### config.mk
export PLATFORM = sky130hd
export DESIGN_NAME = pipelined_sp_ram
export DESIGN_NICKNAME = d
export VERILOG_FILES = /design/src/rtl/ram_pkg.sv /design/src/rtl/ram_rsp_fifo.sv /design/src/rtl/pipelined_sp_ram.sv
export SDC_FILE = /design/constraint.sdc
export NUM_CORES = 1
export LEC_CHECK = 0
export CAP_MARGIN = 20
export CORE_MARGIN = 5
export CORE_UTILIZATION = 50
export CTS_BUF_LIST = sky130_fd_sc_hd__clkbuf_8 sky130_fd_sc_hd__clkbuf_16
export CTS_CLUSTER_DIAMETER = 100
export DETAILED_ROUTE_END_ITERATION = 12
export PLACE_DENSITY_LB_ADDON = 0.3
export REMOVE_ABC_BUFFERS = 1
export SLEW_MARGIN = 25
export SYNTH_ARGS = -nofsm -noshare
export SYNTH_HDL_FRONTEND = slang
export SYNTH_SLANG_ARGS = --single-unit
### constraint.sdc
create_clock -name clk -period 4.25 [get_ports clk]
set_input_delay 0.425 -clock clk [delete_from_list [all_inputs] [get_ports clk]]
set_output_delay 0.425 -clock clk [all_outputs]
set_load 0.05 [all_outputs]
### src/rtl/ram_pkg.sv
// Shared definitions for the pipelined single-port RAM: lane count, response
// buffer sizing, latency legality and the {err, rdata} response layout.
package ram_pkg;

  localparam int RAM_DATA_WIDTH = 32;

  typedef struct packed {
    logic                      err;
    logic [RAM_DATA_WIDTH-1:0] rdata;
  } ram_rsp_t;

  localparam int RAM_RSP_WIDTH = $bits(ram_rsp_t);

  function automatic int lane_count(input int data_width);
    return data_width / 8;
  endfunction

  // One slot per in-flight pipeline stage plus one so a full-rate stream never stalls
  function automatic int resp_depth(input int read_latency);
    return read_latency + 1;
  endfunction

  function automatic bit latency_ok(input int read_latency);
    return (read_latency >= 1) && (read_latency <= 3);
  endfunction

  function automatic int rsp_width(input int data_width);
    return data_width + 1;
  endfunction

endpackage

### src/rtl/ram_rsp_fifo.sv
// Synchronous response FIFO with modulo-DEPTH pointers; count feeds the
// request credit logic. Push into a full FIFO is taken only alongside a pop.
module ram_rsp_fifo #(
  parameter int WIDTH = 33,
  parameter int DEPTH = 2
) (
  input  logic                       clk,
  input  logic                       rst,
  input  logic                       push,
  input  logic [WIDTH-1:0]           push_data,
  input  logic                       pop,
  output logic [WIDTH-1:0]           pop_data,
  output logic                       empty,
  output logic [$clog2(DEPTH+1)-1:0] count
);

  localparam int PTR_W = (DEPTH > 1) ? $clog2(DEPTH) : 1;
  localparam int CNT_W = $clog2(DEPTH + 1);

  logic [WIDTH-1:0] store [DEPTH];
  logic [PTR_W-1:0] wr_ptr;
  logic [PTR_W-1:0] rd_ptr;
  logic             full;
  logic             do_push;
  logic             do_pop;

  function automatic logic [PTR_W-1:0] next_ptr(input logic [PTR_W-1:0] ptr);
    return (ptr == PTR_W'(DEPTH - 1)) ? '0 : ptr + 1'b1;
  endfunction

  assign empty   = (count == '0);
  assign full    = (count == CNT_W'(DEPTH));
  assign do_pop  = pop && !empty;
  assign do_push = push && (!full || do_pop);

  always_ff @(posedge clk or posedge rst) begin
    if (rst) begin
      wr_ptr <= '0;
      rd_ptr <= '0;
      count  <= '0;
    end else begin
      if (do_push) wr_ptr <= next_ptr(wr_ptr);
      if (do_pop)  rd_ptr <= next_ptr(rd_ptr);
      case ({do_push, do_pop})
        2'b10:   count <= count + 1'b1;
        2'b01:   count <= count - 1'b1;
        default: count <= count;
      endcase
    end
  end

  always_ff @(posedge clk) begin
    if (do_push) store[wr_ptr] <= push_data;
  end

  // Zero when empty so rsp_rdata/rsp_err read as 0 outside a valid response
  assign pop_data = empty ? '0 : store[rd_ptr];

endmodule

### src/rtl/pipelined_sp_ram.sv
// Single-port RAM with valid/ready request and response channels, byte-lane
// writes, READ_LATENCY-deep read pipeline and a credit-gated response buffer.
// Optional per-lane even parity: define PIPELINED_SP_RAM_PARITY_EN.
module pipelined_sp_ram
  import ram_pkg::*;
#(
  parameter int DATA_WIDTH   = 32,
  parameter int ADDR_WIDTH   = 16,
  parameter int DEPTH        = 32,
  parameter int READ_LATENCY = 1
) (
  input  logic                    clk,
  input  logic                    rst,
  input  logic                    req_valid,
  output logic                    req_ready,
  input  logic                    req_we,
  input  logic [ADDR_WIDTH-1:0]   req_addr,
  input  logic [DATA_WIDTH-1:0]   req_wdata,
  input  logic [DATA_WIDTH/8-1:0] req_be,
  output logic                    rsp_valid,
  input  logic                    rsp_ready,
  output logic [DATA_WIDTH-1:0]   rsp_rdata,
  output logic                    rsp_err
);

  localparam int LANES      = lane_count(DATA_WIDTH);
  localparam int RESP_DEPTH = resp_depth(READ_LATENCY);
  localparam int RSP_W      = rsp_width(DATA_WIDTH);
  localparam int IDX_W      = (DEPTH > 1) ? $clog2(DEPTH) : 1;
  localparam int CNT_W      = $clog2(RESP_DEPTH + 1);
  localparam int OCC_W      = CNT_W + 1;

  if (!latency_ok(READ_LATENCY) || (DATA_WIDTH % 8 != 0)) begin : g_bad_config
    $error("pipelined_sp_ram: READ_LATENCY must be 1..3 and DATA_WIDTH a multiple of 8");
  end

  logic                  accept;
  logic                  wr_en;
  logic                  rd_en;
  logic                  in_range;
  logic [IDX_W-1:0]      idx;
  logic [DATA_WIDTH-1:0] mem [DEPTH];
  logic [DATA_WIDTH-1:0] rd_word;
  logic [DATA_WIDTH-1:0] rd_data;
  logic                  rd_err;

  logic [READ_LATENCY-1:0] st_valid;
  logic [RSP_W-1:0]        st_data [READ_LATENCY];

  logic [RSP_W-1:0] fifo_data;
  logic             fifo_empty;
  logic [CNT_W-1:0] fifo_count;
  logic [OCC_W-1:0] inflight;
  logic [OCC_W-1:0] occupancy;
  logic             rsp_pop;

  assign accept   = req_valid && req_ready;
  assign wr_en    = accept && req_we && in_range;
  assign rd_en    = accept && !req_we;
  assign in_range = ({1'b0, req_addr} < (ADDR_WIDTH+1)'(DEPTH));
  assign idx      = req_addr[IDX_W-1:0];

`ifdef PIPELINED_SP_RAM_PARITY_EN
  logic [LANES-1:0] par_mem [DEPTH];

  always_ff @(posedge clk) begin
    if (wr_en) begin
      for (int k = 0; k < LANES; k++) begin
        if (req_be[k]) begin
          mem[idx][8*k +: 8] <= req_wdata[8*k +: 8];
          par_mem[idx][k]    <= ^req_wdata[8*k +: 8];
        end
      end
    end
  end

  always_comb begin
    rd_word = mem[idx];
    rd_data = in_range ? rd_word : '0;
    rd_err  = !in_range;
    for (int k = 0; k < LANES; k++) begin
      if (in_range && ((^rd_word[8*k +: 8]) != par_mem[idx][k])) rd_err = 1'b1;
    end
  end
`else
  always_ff @(posedge clk) begin
    if (wr_en) begin
      for (int k = 0; k < LANES; k++) begin
        if (req_be[k]) mem[idx][8*k +: 8] <= req_wdata[8*k +: 8];
      end
    end
  end

  always_comb begin
    rd_word = mem[idx];
    rd_data = in_range ? rd_word : '0;
    rd_err  = !in_range;
  end
`endif

  // Data is captured at acceptance, so a read right after a write sees the new word
  always_ff @(posedge clk or posedge rst) begin
    if (rst) begin
      st_valid <= '0;
      for (int i = 0; i < READ_LATENCY; i++) st_data[i] <= '0;
    end else begin
      st_valid[0] <= rd_en;
      st_data[0]  <= {rd_err, rd_data};
      for (int i = 1; i < READ_LATENCY; i++) begin
        st_valid[i] <= st_valid[i-1];
        st_data[i]  <= st_data[i-1];
      end
    end
  end

  ram_rsp_fifo #(
    .WIDTH (RSP_W),
    .DEPTH (RESP_DEPTH)
  ) u_rsp_fifo (
    .clk       (clk),
    .rst       (rst),
    .push      (st_valid[READ_LATENCY-1]),
    .push_data (st_data[READ_LATENCY-1]),
    .pop       (rsp_ready),
    .pop_data  (fifo_data),
    .empty     (fifo_empty),
    .count     (fifo_count)
  );

  assign rsp_valid              = !fifo_empty;
  assign {rsp_err, rsp_rdata}   = fifo_data;
  assign rsp_pop                = rsp_valid && rsp_ready;

  always_comb begin
    inflight = '0;
    for (int i = 0; i < READ_LATENCY; i++) inflight = inflight + OCC_W'(st_valid[i]);
  end

  // A response leaving this cycle frees its slot immediately
  assign occupancy = inflight + OCC_W'(fifo_count) - OCC_W'(rsp_pop);
  assign req_ready = !rst && (occupancy < OCC_W'(RESP_DEPTH));

endmodule

==> metrics.log <==
[metrics] result of the run: finished clean
[metrics] vias per inst: 6.128
[metrics] cell types occupying the most area after synthesis: sky130_fd_sc_hd__edfxtp_1 74%, sky130_fd_sc_hd__mux4_2 8.1%, sky130_fd_sc_hd__mux2i_1 4.6%, sky130_fd_sc_hd__dfrtp_1 2.2%, sky130_fd_sc_hd__nor2_1 1.6%
[metrics] number of buffers inserted during clock tree synthesis: 109
[metrics] vias in the first global route: 23051
[metrics] share of synthesized flip-flops with an asynchronous set or reset: 0.03369
[metrics] power density over cell area: 462.3 mW/mm^2
[metrics] final wirelength: 112.4 mm
[metrics] setup_tns: 0 ns
[metrics] Core ar.: 0.08702 sq mm
[metrics] number of enable flip-flop cells after synthesis: 1090
[metrics] most frequent cell after synthesis: sky130_fd_sc_hd__edfxtp_1
[metrics] Slew Limit Fails: 0
[metrics] setup repair after global routing missed its margin: no
[metrics] antenna violation net count after detailed routing: 0
[metrics] max-capacitance violation count: 0
[metrics] overflow left after global routing: 0
[metrics] largest net degree at the start of global routing: 96
[metrics] first-pass GRT wire length: 161.7 mm
[metrics] worst endpoint required time: 3.83 ns
[metrics] area used by multi-input combinational logic: 0.009392 sq mm
[metrics] final number of hold-violating endpoints: 0
[metrics] number of I/O port buffers: 91
[metrics] combined global-route utilization of all metal layers: 0.2363
[metrics] synth unique cells: 63
[metrics] number of cells traversed by the worst hold path: 3
[metrics] antenna violations before repair: 1
[metrics] clock tree from TritonCTS: built
[metrics] fillers: 6307
[metrics] worst reg-to-reg path cell count: 10
[metrics] full die area: 0.09408 sq mm
[metrics] Synth Flop Type: sky130_fd_sc_hd__edfxtp_1
[metrics] H-tree level count: 3
[metrics] Worst-Margin Slew: 1.054 ns
[metrics] die width: 306.7 um
[metrics] Rows: 108
[metrics] critical path capture point type: output pin
[metrics] smallest hold slack: 0.2983 ns
[metrics] Synth Register Bits: 1128
[metrics] DRC viols: 0
[metrics] Layout Area Growth over Synthesis: 15.04%
[metrics] proportion of netlist area held by the largest area contributor: 0.7435
[metrics] largest fanout of any net on the critical path: 7
[metrics] detailed-placement wirelength estimate: 71.67 mm
[metrics] first-pass detailed-route iteration total: 6
[metrics] flop-to-flop setup slack: 0.56 ns
[metrics] startpoint of the most critical hold path: req_addr[3]
[metrics] kind of path behind the tightest hold check: input pin to flop
[metrics] Post-CTS Setup Repair Bufs: 0
[metrics] buffer cell driving the clock tree root: sky130_fd_sc_hd__clkbuf_16
[metrics] Post-layout nets: 2533
[metrics] Reg-to-Reg Start: u_rsp_fifo.count[1]$_DFFE_PP0P_
[metrics] routed vias: 22809
[metrics] final critical path time including I/O delays and setup: 3.743 ns
[metrics] worst max-slew margin expressed relative to the limit: 0.2962
[metrics] layout cell share with drive strength beyond 1: 0.2358
[metrics] clk_lat worst skew: 0.65 ns
[metrics] GPL Wtd Cong: 0.8498
[metrics] Synth Cell Area: 0.04402 sq mm
[metrics] Worst R2R End: mem[8][16]$_DFFE_PP_
[metrics] FF/Latch Area: 0.03368 sq mm
[metrics] Max Buffers Root-to-Sink: 3
[metrics] WP data arrival: 3.32 ns
[metrics] static leakage power: 16.77 nW
[metrics] clock-pin slew on the worst setup and hold paths: 0.06 ns
[metrics] crit path kind: flop to output pin
[metrics] cell count after synthesis: 2206
[metrics] maximum vdd drop: 0.3501 mV
[metrics] area of all placed cells without fillers: 0.05064 sq mm
[metrics] worst hold path endpoint: st_data[25]$_DFF_PP0_
[metrics] clock skew after layout: 0.02061 ns
[metrics] Final period util: 0.8808
[metrics] die boundary height: 306.7 um
[metrics] number of gates resized after cts: 0
[metrics] total number of clock tree sinks: 1128
[metrics] mean area per synthesized cell: 19.96 sq um
[metrics] register area share after synthesis: 0.7651
[metrics] starting DRC count in detailed routing: 2781
[metrics] number of warnings issued by yosys: 0
[metrics] # hold bufs at CTS: 0
[metrics] effective utilization at floorplan: 0.5059
[metrics] cell taking the most area after synthesis: sky130_fd_sc_hd__edfxtp_1
[metrics] f_max: 267.1 MHz
[metrics] average wire per standard cell: 30.20 um
[metrics] count of final setup violators: 0
[metrics] Placed Instance Area: 0.04695 sq mm
[metrics] kind of launch point of the worst setup path: flop
[metrics] overall power of the completed layout: 23.41 mW
[metrics] most common library cells after synthesis: 1090 x sky130_fd_sc_hd__edfxtp_1, 201 x sky130_fd_sc_hd__mux2i_1, 191 x sky130_fd_sc_hd__nor2_1
[metrics] IO Pins: 92
## registers in the layout (all words and copies together) (netlist names)
signal,cells
mem,1024
st_data,33
st_valid,1
u_rsp_fifo.count,2
u_rsp_fifo.rd_ptr,1
u_rsp_fifo.store,66
u_rsp_fifo.wr_ptr,1
## how the worst max path moves through the flow
stage / start / end / slack (ns) / cells past startpoint
3_3_place_gp: rsp_ready / mem[19][30]$_DFFE_PP_ / 0.36 / 11
5_1_grt: u_rsp_fifo.count[1]$_DFFE_PP0P_ / req_ready / 0.30 / 7
6_report: u_rsp_fifo.count[1]$_DFFE_PP0P_ / req_ready / 0.51 / 7
4_1_cts: u_rsp_fifo.count[1]$_DFFE_PP0P_ / req_ready / 0.47 / 7
2_1_floorplan: rst / mem[0][0]$_DFFE_PP_ / 0.71 / 5
3_5_place_dp: rsp_ready / mem[8][17]$_DFFE_PP_ / 0.17 / 11
## kinds of logic (layout without fill, tap and decap cells)
| kind of cell | Yosys count | after routing | synth area share |
|---|---|---|---|
| AOI/OAI and AO/OA | 195 | 195 | 0.03522 |
| DFF | 1128 | 1128 | 0.7651 |
| adders and majority gates | 1 | 1 | 0.0004548 |
| other | 0 | 1 | 0 |
| and+or+nand+nor | 345 | 345 | 0.03789 |
| buffers and inverters | 131 | 491 | 0.02231 |
| xor gates and xnor gates | 3 | 3 | 0.0005970 |
| muxes | 403 | 403 | 0.1384 |
## per-stage QoR
step	cells	util	setup slack, ns
after floorplan	2080	-	0.7112
final	3722	0.5819	0.5067
after CTS	3721	0.5818	0.4669
after detailed placement	3519	0.5395	0.1691
after global routing	3721	0.5819	0.3041
after global placement	3519	0.5395	0.3552
## power breakdown
part           total [mW]  switching (mW)  leakage (nW)  internal, mW
clock                9.81            4.01          1.88          5.79
sequential           12.3          0.0795          10.4          12.2
combinational        1.31           0.842          4.50         0.470
total                23.4            4.94          16.8          18.5
## worst max-delay path, cell delays in order (launching register included)
cell and delay (ns):
sky130_fd_sc_hd__dfrtp_1 0.55, sky130_fd_sc_hd__nand2_1 0.08, sky130_fd_sc_hd__nor2_1 0.19, sky130_fd_sc_hd__o21ai_0 0.18, sky130_fd_sc_hd__fa_1 0.45, sky130_fd_sc_hd__xnor2_1 0.18, sky130_fd_sc_hd__and3_1 0.22, sky130_fd_sc_hd__clkdlybuf4s50_1 0.81
## final cells by class
class / count / area share
Antenna cell: 1 / 0.00004942
Inverter: 5 / 0.0003706
Timing Repair Buffer: 284 / 0.04781
Tap cell: 1155 / 0.02854
Clock inverter: 84 / 0.01542
Multi-Input combinational cell: 947 / 0.1855
Clock buffer: 118 / 0.05720
Sequential cell: 1128 / 0.6652
## routing by layer
metal / vias to the layer above / part of all wire / track usage
met2: 1236 / 0.47 / 0.3737
met1: 11844 / 0.39 / 0.3290
met5: - / 0.00012 / 0
met4: 2 / 0.038 / 0.08299
met3: 194 / 0.10 / 0.05471
li1: 9533 / - / -
## layout by cell type, fill, tap and decap left out, drive strengths merged, types with 45 or more instances in the layout
cell,instances
a211oi,60
buf,200
clkbuf,119
clkdlybuf4s50,83
clkinv,45
edfxtp,1090
mux2i,201
mux4,160
nor2,195
nor2b,54
Power figures use the tool's default switching activity.
